File: src/rtl/mem_bus_ctrl_if.sv
// Control-unit and memory-bus signals of mem_bus_ctrl.
// The slave modport is the controller's view; the master modport is the view of whatever drives it.
interface mem_bus_ctrl_if #(
    parameter int DATA_W = 24,
    parameter int ADDR_W = 12
);
    logic              req;
    logic              we;
    logic [ADDR_W-1:0] addr;
    logic [DATA_W-1:0] wdata;
    logic              busy;
    logic              done;
    logic              err;
    logic [DATA_W-1:0] rdata;
    logic              mem_cs;
    logic              mem_we;
    logic [ADDR_W-1:0] mem_addr;
    logic [DATA_W-1:0] mem_wdata;
    logic [DATA_W-1:0] mem_rdata;
    logic              mem_ack;

    modport slave (
        input  req, we, addr, wdata, mem_rdata, mem_ack,
        output busy, done, err, rdata, mem_cs, mem_we, mem_addr, mem_wdata
    );

    modport master (
        output req, we, addr, wdata, mem_rdata, mem_ack,
        input  busy, done, err, rdata, mem_cs, mem_we, mem_addr, mem_wdata
    );
endinterface

File: src/rtl/mem_bus_ctrl.sv
// Single-request memory bus controller: IDLE -> SETUP -> ACCESS (ack or timeout) -> DONE.
// Every output is a register or a decode of the state register.
module mem_bus_ctrl #(
    parameter int DATA_W  = 24,
    parameter int ADDR_W  = 12,
    parameter int TIMEOUT = 16
) (
    input logic           clk,
    input logic           rst_n,
    mem_bus_ctrl_if.slave bus
);
    localparam int CNT_W = $clog2(TIMEOUT);
    localparam logic [CNT_W-1:0] CNT_LAST = CNT_W'(TIMEOUT - 1);

    typedef enum logic [1:0] {
        IDLE,
        SETUP,
        ACCESS,
        DONE
    } state_t;

    state_t            state_q;
    state_t            state_d;
    logic              we_q;
    logic [ADDR_W-1:0] addr_q;
    logic [DATA_W-1:0] wdata_q;
    logic [DATA_W-1:0] rdata_q;
    logic              err_q;
    logic [CNT_W-1:0]  cnt_q;

    logic accept;
    logic cnt_clr;
    logic cnt_inc;
    logic set_err;
    logic load_rd;

    always_ff @(posedge clk or negedge rst_n) begin
        if (!rst_n) begin
            state_q <= IDLE;
        end else begin
            state_q <= state_d;
        end
    end

    // Ack is tested before the count so a final-cycle ack still completes cleanly.
    always_comb begin
        state_d = state_q;
        accept  = 1'b0;
        cnt_clr = 1'b0;
        cnt_inc = 1'b0;
        set_err = 1'b0;
        load_rd = 1'b0;
        case (state_q)
            IDLE: begin
                if (bus.req) begin
                    accept  = 1'b1;
                    state_d = SETUP;
                end
            end
            SETUP: begin
                cnt_clr = 1'b1;
                state_d = ACCESS;
            end
            ACCESS: begin
                if (bus.mem_ack) begin
                    load_rd = !we_q;
                    state_d = DONE;
                end else if (cnt_q == CNT_LAST) begin
                    set_err = 1'b1;
                    state_d = DONE;
                end else begin
                    cnt_inc = 1'b1;
                end
            end
            DONE: begin
                state_d = IDLE;
            end
            default: begin
                state_d = IDLE;
            end
        endcase
    end

    always_ff @(posedge clk or negedge rst_n) begin
        if (!rst_n) begin
            we_q    <= 1'b0;
            addr_q  <= '0;
            wdata_q <= '0;
            rdata_q <= '0;
            err_q   <= 1'b0;
            cnt_q   <= '0;
        end else begin
            if (accept) begin
                we_q    <= bus.we;
                addr_q  <= bus.addr;
                wdata_q <= bus.wdata;
                err_q   <= 1'b0;
            end
            if (set_err) begin
                err_q <= 1'b1;
            end
            if (cnt_clr) begin
                cnt_q <= '0;
            end else if (cnt_inc) begin
                cnt_q <= cnt_q + CNT_W'(1);
            end
            if (load_rd) begin
                rdata_q <= bus.mem_rdata;
            end
        end
    end

    assign bus.busy      = (state_q != IDLE);
    assign bus.done      = (state_q == DONE);
    assign bus.mem_cs    = (state_q == ACCESS);
    assign bus.mem_we    = (state_q == ACCESS) && we_q;
    assign bus.err       = err_q;
    assign bus.rdata     = rdata_q;
    assign bus.mem_addr  = addr_q;
    assign bus.mem_wdata = wdata_q;
endmodule

File: src/flat_wrapper.sv
// flat-port wrapper written by rule: the top's interface ports become plain ports
module mem_bus_ctrl_flat 
#(
    parameter int DATA_W  = 24,
    parameter int ADDR_W  = 12,
    parameter int TIMEOUT = 16
)
  (clk, rst_n, bus_req, bus_we, bus_addr, bus_wdata, bus_mem_rdata, bus_mem_ack, bus_busy, bus_done, bus_err, bus_rdata, bus_mem_cs, bus_mem_we, bus_mem_addr, bus_mem_wdata);
  mem_bus_ctrl_if #(.DATA_W(DATA_W), .ADDR_W(ADDR_W)) bus_i ();
  input logic clk;
  input logic rst_n;
  input wire logic [$bits(bus_i.req)-1:0] bus_req;
  input wire logic [$bits(bus_i.we)-1:0] bus_we;
  input wire logic [$bits(bus_i.addr)-1:0] bus_addr;
  input wire logic [$bits(bus_i.wdata)-1:0] bus_wdata;
  input wire logic [$bits(bus_i.mem_rdata)-1:0] bus_mem_rdata;
  input wire logic [$bits(bus_i.mem_ack)-1:0] bus_mem_ack;
  output wire logic [$bits(bus_i.busy)-1:0] bus_busy;
  output wire logic [$bits(bus_i.done)-1:0] bus_done;
  output wire logic [$bits(bus_i.err)-1:0] bus_err;
  output wire logic [$bits(bus_i.rdata)-1:0] bus_rdata;
  output wire logic [$bits(bus_i.mem_cs)-1:0] bus_mem_cs;
  output wire logic [$bits(bus_i.mem_we)-1:0] bus_mem_we;
  output wire logic [$bits(bus_i.mem_addr)-1:0] bus_mem_addr;
  output wire logic [$bits(bus_i.mem_wdata)-1:0] bus_mem_wdata;
  assign bus_i.req = bus_req;
  assign bus_i.we = bus_we;
  assign bus_i.addr = bus_addr;
  assign bus_i.wdata = bus_wdata;
  assign bus_i.mem_rdata = bus_mem_rdata;
  assign bus_i.mem_ack = bus_mem_ack;
  assign bus_busy = bus_i.busy;
  assign bus_done = bus_i.done;
  assign bus_err = bus_i.err;
  assign bus_rdata = bus_i.rdata;
  assign bus_mem_cs = bus_i.mem_cs;
  assign bus_mem_we = bus_i.mem_we;
  assign bus_mem_addr = bus_i.mem_addr;
  assign bus_mem_wdata = bus_i.mem_wdata;
  mem_bus_ctrl #(.DATA_W(DATA_W), .ADDR_W(ADDR_W), .TIMEOUT(TIMEOUT)) u_core (.clk(clk), .rst_n(rst_n), .bus(bus_i));
endmodule
File: config.mk
export PLATFORM = sky130hd
export DESIGN_NAME = mem_bus_ctrl_flat
export DESIGN_NICKNAME = d
export VERILOG_FILES = /design/src/rtl/mem_bus_ctrl_if.sv /design/src/rtl/mem_bus_ctrl.sv /design/src/flat_wrapper.sv
export SDC_FILE = /design/constraint.sdc
export NUM_CORES = 1
export LEC_CHECK = 0
export CAP_MARGIN = 5
export CORE_MARGIN = 2
export CORE_UTILIZATION = 44
export DETAILED_ROUTE_END_ITERATION = 6
export GPL_ROUTABILITY_DRIVEN = 1
export GPL_TIMING_DRIVEN = 0
export PLACE_DENSITY = 0.85
export RECOVER_POWER = 100
export SLEW_MARGIN = 20
export SYNTH_ARGS = -nofsm -noshare
export SYNTH_HDL_FRONTEND = slang
export SYNTH_SLANG_ARGS = --single-unit
File: constraint.sdc
create_clock -name clk -period 3.2 [get_ports clk]
set_input_delay 0.64 -clock clk [delete_from_list [all_inputs] [get_ports clk]]
set_output_delay 0.64 -clock clk [all_outputs]
set_load 0.1 [all_outputs]
# Word level (Yosys, flattened, before mapping)

Index checks and enable logic that the tools add are counted.

$add $sub $neg: 1
Equality and inequality tests: 6
Mux-type cells: 19
Reductions and logical operators: 7

Operators with widths:

| kind                  | count |
|---|---|
| $mux W1               | 13 |
| $mux W4               | 2 |
| $pmux W2 S4           | 1 |
| $mux W2               | 3 |
| $reduce_bool A2 Y1    | 3 |
| $add A4 B1 Y4 const B | 1 |
| $eq A2 B2 Y1 const B  | 2 |
| $eq A4 B4 Y1 const B  | 1 |
| $ne A3 B2 Y1 const B  | 1 |
| $eq A2 B1 Y1 const B  | 1 |
| $logic_not A2 Y1      | 1 |
| $ne A2 B2 Y1 const B  | 1 |
| $reduce_and A2 Y1     | 1 |
| $logic_and A1 B1 Y1   | 1 |
| $logic_not A1 Y1      | 1 |

Flip-flop bits (word level): 68
Input bits: 65
Output and inout port bits: 65
Logic and storage cells: 40

# Depth between registers and ports, before layout

Depth after elaboration: 6
Depth in mapped cells: 7
Depth with buffers taken out: 5

# Worst setup path before layout

OpenSTA, ideal clock, no wires.

Path kind: register to output
From: reg u_core.state_q[0]
To: out bus_mem_we
Data arrival time: 2041 ps
Setup slack: 519 ps
Stages on the path, launching flop included: 4
Path buffers: 0
Cell sequence: dfrtp_1 -> inv_1 -> ha_1 -> and2_2

Longest elaborated chain between the ends: 2

Ends and longest elaborated chain:

| item                     | line                | source |
|---|---|---|
| start: declaration       | mem_bus_ctrl.sv:22  | `state_t state_q;` |
| start signal: assignment | mem_bus_ctrl.sv:41  | `state_q <= state_d;` |
| $eq A2 B2 Y1             | n/a                 |  |
| via bus_mem_cs           | flat_wrapper.sv:22  | `output wire logic [$bits(bus_i.mem_cs)-1:0] bus_mem_cs;` |
| $logic_and A1 B1 Y1      | mem_bus_ctrl.sv:116 | `assign bus.mem_we = (state_q == ACCESS) && we_q;` |
| end: declaration         | flat_wrapper.sv:23  | `output wire logic [$bits(bus_i.mem_we)-1:0] bus_mem_we;` |

The timed path passes the listed nets, and every way through them passes these cells.

# Worst setup path after layout

From: reg u_core.state_q[0]
To: out bus_mem_cs

Longest elaborated chain between the ends: 1

Ends and longest elaborated chain:

| item             | line                | source |
|---|---|---|
| $eq A2 B2 Y1     | mem_bus_ctrl.sv:115 | `assign bus.mem_cs = (state_q == ACCESS);` |
| end: declaration | flat_wrapper.sv:22  |  |

No other way between the ends.

==> results.md <==
Clock tree:
- The maximum number of buffers from clock root to sink is 2.
- TritonCTS built the clock tree.
- The number of cells upsized or downsized after cts is 0.
- The number of clock buffers inserted by TritonCTS is 9.
- Post-CTS timing repair inserted 0 buffers for setup.
- After clock tree synthesis, the clock-pin slew on the worst setup and hold paths is 80 ps.
- The library cell used as clock root buffer is sky130_fd_sc_hd__clkbuf_8.
- Buffers inserted to repair hold after CTS numbered 0.
- The H-tree was split into 3 levels.
- Clock latency on the worst-skew pair, taken at its later pin, is 340 ps.
- For this design, the sink count on the clock tree is 68.

Routing:
- The detail-routed via count per cell is 4.81.
- The starting DRC count in detailed routing is 42.
- After detailed routing, the average wire length per cell comes to 15.0 um.
- The via count of the routed design is 1,901.
- The pre-antenna-repair detailed-routing pass consisted of 4 iterations.
- The total routed wirelength is 5940 um.
- For this run, design rule violations remaining after detail routing come to 0.
- The remaining antenna violation count is 0.

STA:
- At the pin with the least slew margin, the transition time is 1220 ps.
- The routed design could run at a clock period as short as 3010 ps.
- The relative slew slack is 18.9%.
- The slack of the critical path is 193 ps.
- The maximum clock skew at final layout is 9.83 ps.
- The final cycle utilization of the critical path is 94.0%.
- The final count of pins violating max slew is 0.
- The number of hold violations in the final report is 0.
- Based on the critical path, the design can be clocked at up to 333 MHz.
- Setup repair after global routing left no endpoint under its margin.
- The final setup violation count is 0.

Floorplan:
- The count of boundary I/O pins is 130.
- Once the floorplan was initialized, standard cells occupied 44.9% of the core.
- The core region is 6280 um^2.
- The height of the die is 84.0 um.
- The area enclosed by the die boundary is 7060 um^2.
- The number of rows in the core area is 29.
- The die width is 84.0 um.

Synth:
- For this run, the register share of the synthesized area comes to 60.4%.
- The average instance area after synthesis is 16.4 um^2.
- The number of different library cells used by synthesis comes to 24.
- Counting flops and latches in the post-synthesis netlist gives 68.
- The number of standard cells after synthesis is 172.
- The number of warnings reported in the yosys synthesis log is 0.
- The total nets after synthesis is 243.
- In this run the cell area of the synthesized design comes to 2820 um^2.

Layout:
- In the layout the commonest cells are sky130_fd_sc_hd__dfrtp_1 (68), sky130_fd_sc_hd__dlygate4sd3_1 (64), sky130_fd_sc_hd__clkdlybuf4s50_1 (63).
- The final layout net count is 384.
- 0 antenna diodes ended up in the layout.
- Of the cells placed in the final design, the portion with a size suffix greater than 1 is 20.4%.
- From synthesis to final layout, the design area changed by 51.4%.
- The most frequent standard cell in the layout excluding fill and tap cells is sky130_fd_sc_hd__dfrtp_1.
- The count of non-filler cells in the finished layout is 395.

Critical path:
- The number of buffers and inverters on the critical path is 2.
- The cell type of the slowest stage on the worst timing path is sky130_fd_sc_hd__dlygate4sd3_1.
- Walking the worst path, the cells encountered are inv_1 > ha_1 > dlygate4sd3_1.
- The cell family contributing the most delay on the critical path is buffers and inverters.
- The biggest fanout along the worst timing path is 6.
- Data on the critical path arrives at its endpoint at 2370 ps.
- The maximum single-stage delay on the critical path is 1230 ps.
- The class of the most critical setup path is reg -> out.
- The startpoint identified for the worst register-to-register timing path is u_core.state_q[0].
- The launch point of the worst path is u_core.state_q[0].
- The type of destination of the critical path is an output port.
- Data on the critical path is required at its endpoint by 2560 ps.
- STA classifies the critical path startpoint as a flop.

Place:
- The placed instance count is 379.
- The congestion estimate from routability-driven global placement came to 0.702.
- Timing analysis after detailed placement gives a worst setup slack of 391 ps.
- The post-DP HPWL is 4580 um.
- The count of buffers added on input and output ports is 129.

Global route:
- Global routing used 17.9% of the available tracks across all layers.
- For this run the aggregate overflow at the end of global routing stands at 0.
- The via count of the first global-routing pass is 1,991.
- The pin count of the biggest net entering global routing is 50.
- The wire length of the first global-routing pass is 9840 um.
- The initial antenna violation count was 0.

Flow run:
- The max capacitance violation total is 0.

Min path:
- The worst hold path belongs to the class in -> async.

Run status:
- The flow ran to the end, and the final reports show no timing, DRC or antenna violations.
## synth_stat cells (all sizes together)
library cell	n	area, um^2
and4b	2	21.3
and2	1	7.51
a21bo	1	10.0
o32a	1	11.3
nand2	4	15.0
a311oi	1	8.76
nor3	1	5.00
nor2	1	3.75
a21oi	4	23.8
nand3	3	15.0
ha	6	75.1
inv	4	15.0
a211o	1	10.0
mux2	62	777
nor2b	3	26.3
nand3b	1	20.0
dfrtp	68	1700
buf	7	66.3
nand4	1	6.26
## final cells by class
| type | count | area, um^2 |
|---|---|---|
| Buffer | 7 | 26.3 |
| Clock buffer | 11 | 141 |
| Clock inverter | 5 | 61.3 |
| Fill cell | 483 | 2010 |
| Inverter | 4 | 15.0 |
| Multi-Input combinational cell | 93 | 941 |
| Sequential cell | 68 | 1700 |
| Tap cell | 77 | 96.3 |
| Timing Repair Buffer | 130 | 1280 |
## flip-flops by register name (all words and copies together) (netlist names)
| signal | cells |
|---|---|
| u_core.bus.err | 1 |
| u_core.bus.mem_addr | 12 |
| u_core.bus.mem_wdata | 24 |
| u_core.bus.rdata | 24 |
| u_core.cnt_q | 4 |
| u_core.state_q | 2 |
| u_core.we_q | 1 |
## logic make-up (layout without fill, tap and decap cells)
kind of cell    count (synthesis)  in the layout  share of synthesized area [%]
compound gates                  8              8                           2.26
fa+ha+maj                       6              6                           2.66
flops                          68             68                           60.4
buf+inv                        11            157                           2.88
simple gates                   17             17                           4.26
mux                            62             62                           27.6
## stage by stage
| stage | hold slack, ps | util (%) | TNS (ps) | cell area (um^2) |
|---|---|---|---|---|
| after CTS | 169 | 70.6 | 0 | 4430 |
| after detailed placement | 477 | 67.4 | 0 | 4230 |
| after global routing | 507 | 68.0 | 0 | 4270 |
| after floorplan | 344 | - | 0 | 2820 |
| after global placement | 461 | 67.0 | -50410 | 4210 |
| final | 467 | 68.0 | 0 | 4270 |
## worst reg2reg max path, cell delays in order, from the launching register on
cell                       delay, ps
sky130_fd_sc_hd__dfrtp_1         410
sky130_fd_sc_hd__inv_1           100
sky130_fd_sc_hd__ha_1            230
sky130_fd_sc_hd__nand2_1          90
sky130_fd_sc_hd__clkbuf_1        430
sky130_fd_sc_hd__clkbuf_1        490
sky130_fd_sc_hd__mux2_2          410
## routing by layer
metal / vias up / global-route usage [%] / share of wire [%]
met1: 916 / 22.0 / 41
met3: 9 / 5.93 / 8.2
met5: - / 0 / 0
li1: 888 / - / -
met4: 0 / 8.50 / 1.4
met2: 88 / 28.5 / 50
## worst paths after layout
| check | end | slack (ps) | cells after the start |
|---|---|---|---|
| max | bus_mem_cs | 190 | 3 |
| min | u_core.bus.rdata[6] | 470 | 1 |
| max reg2reg | u_core.bus.mem_wdata[7] | 930 | 6 |
| min reg2reg | u_core.bus.rdata[20] | 490 | 1 |
| max in group asynchronous | u_core.bus.mem_wdata[8] | 970 | 2 |
| min in group clk | u_core.bus.rdata[20] | 490 | 1 |
Power is left out: the tool's default activity adds up to more than one toggle a clock period on the data nets, which glitch-free logic cannot reach.
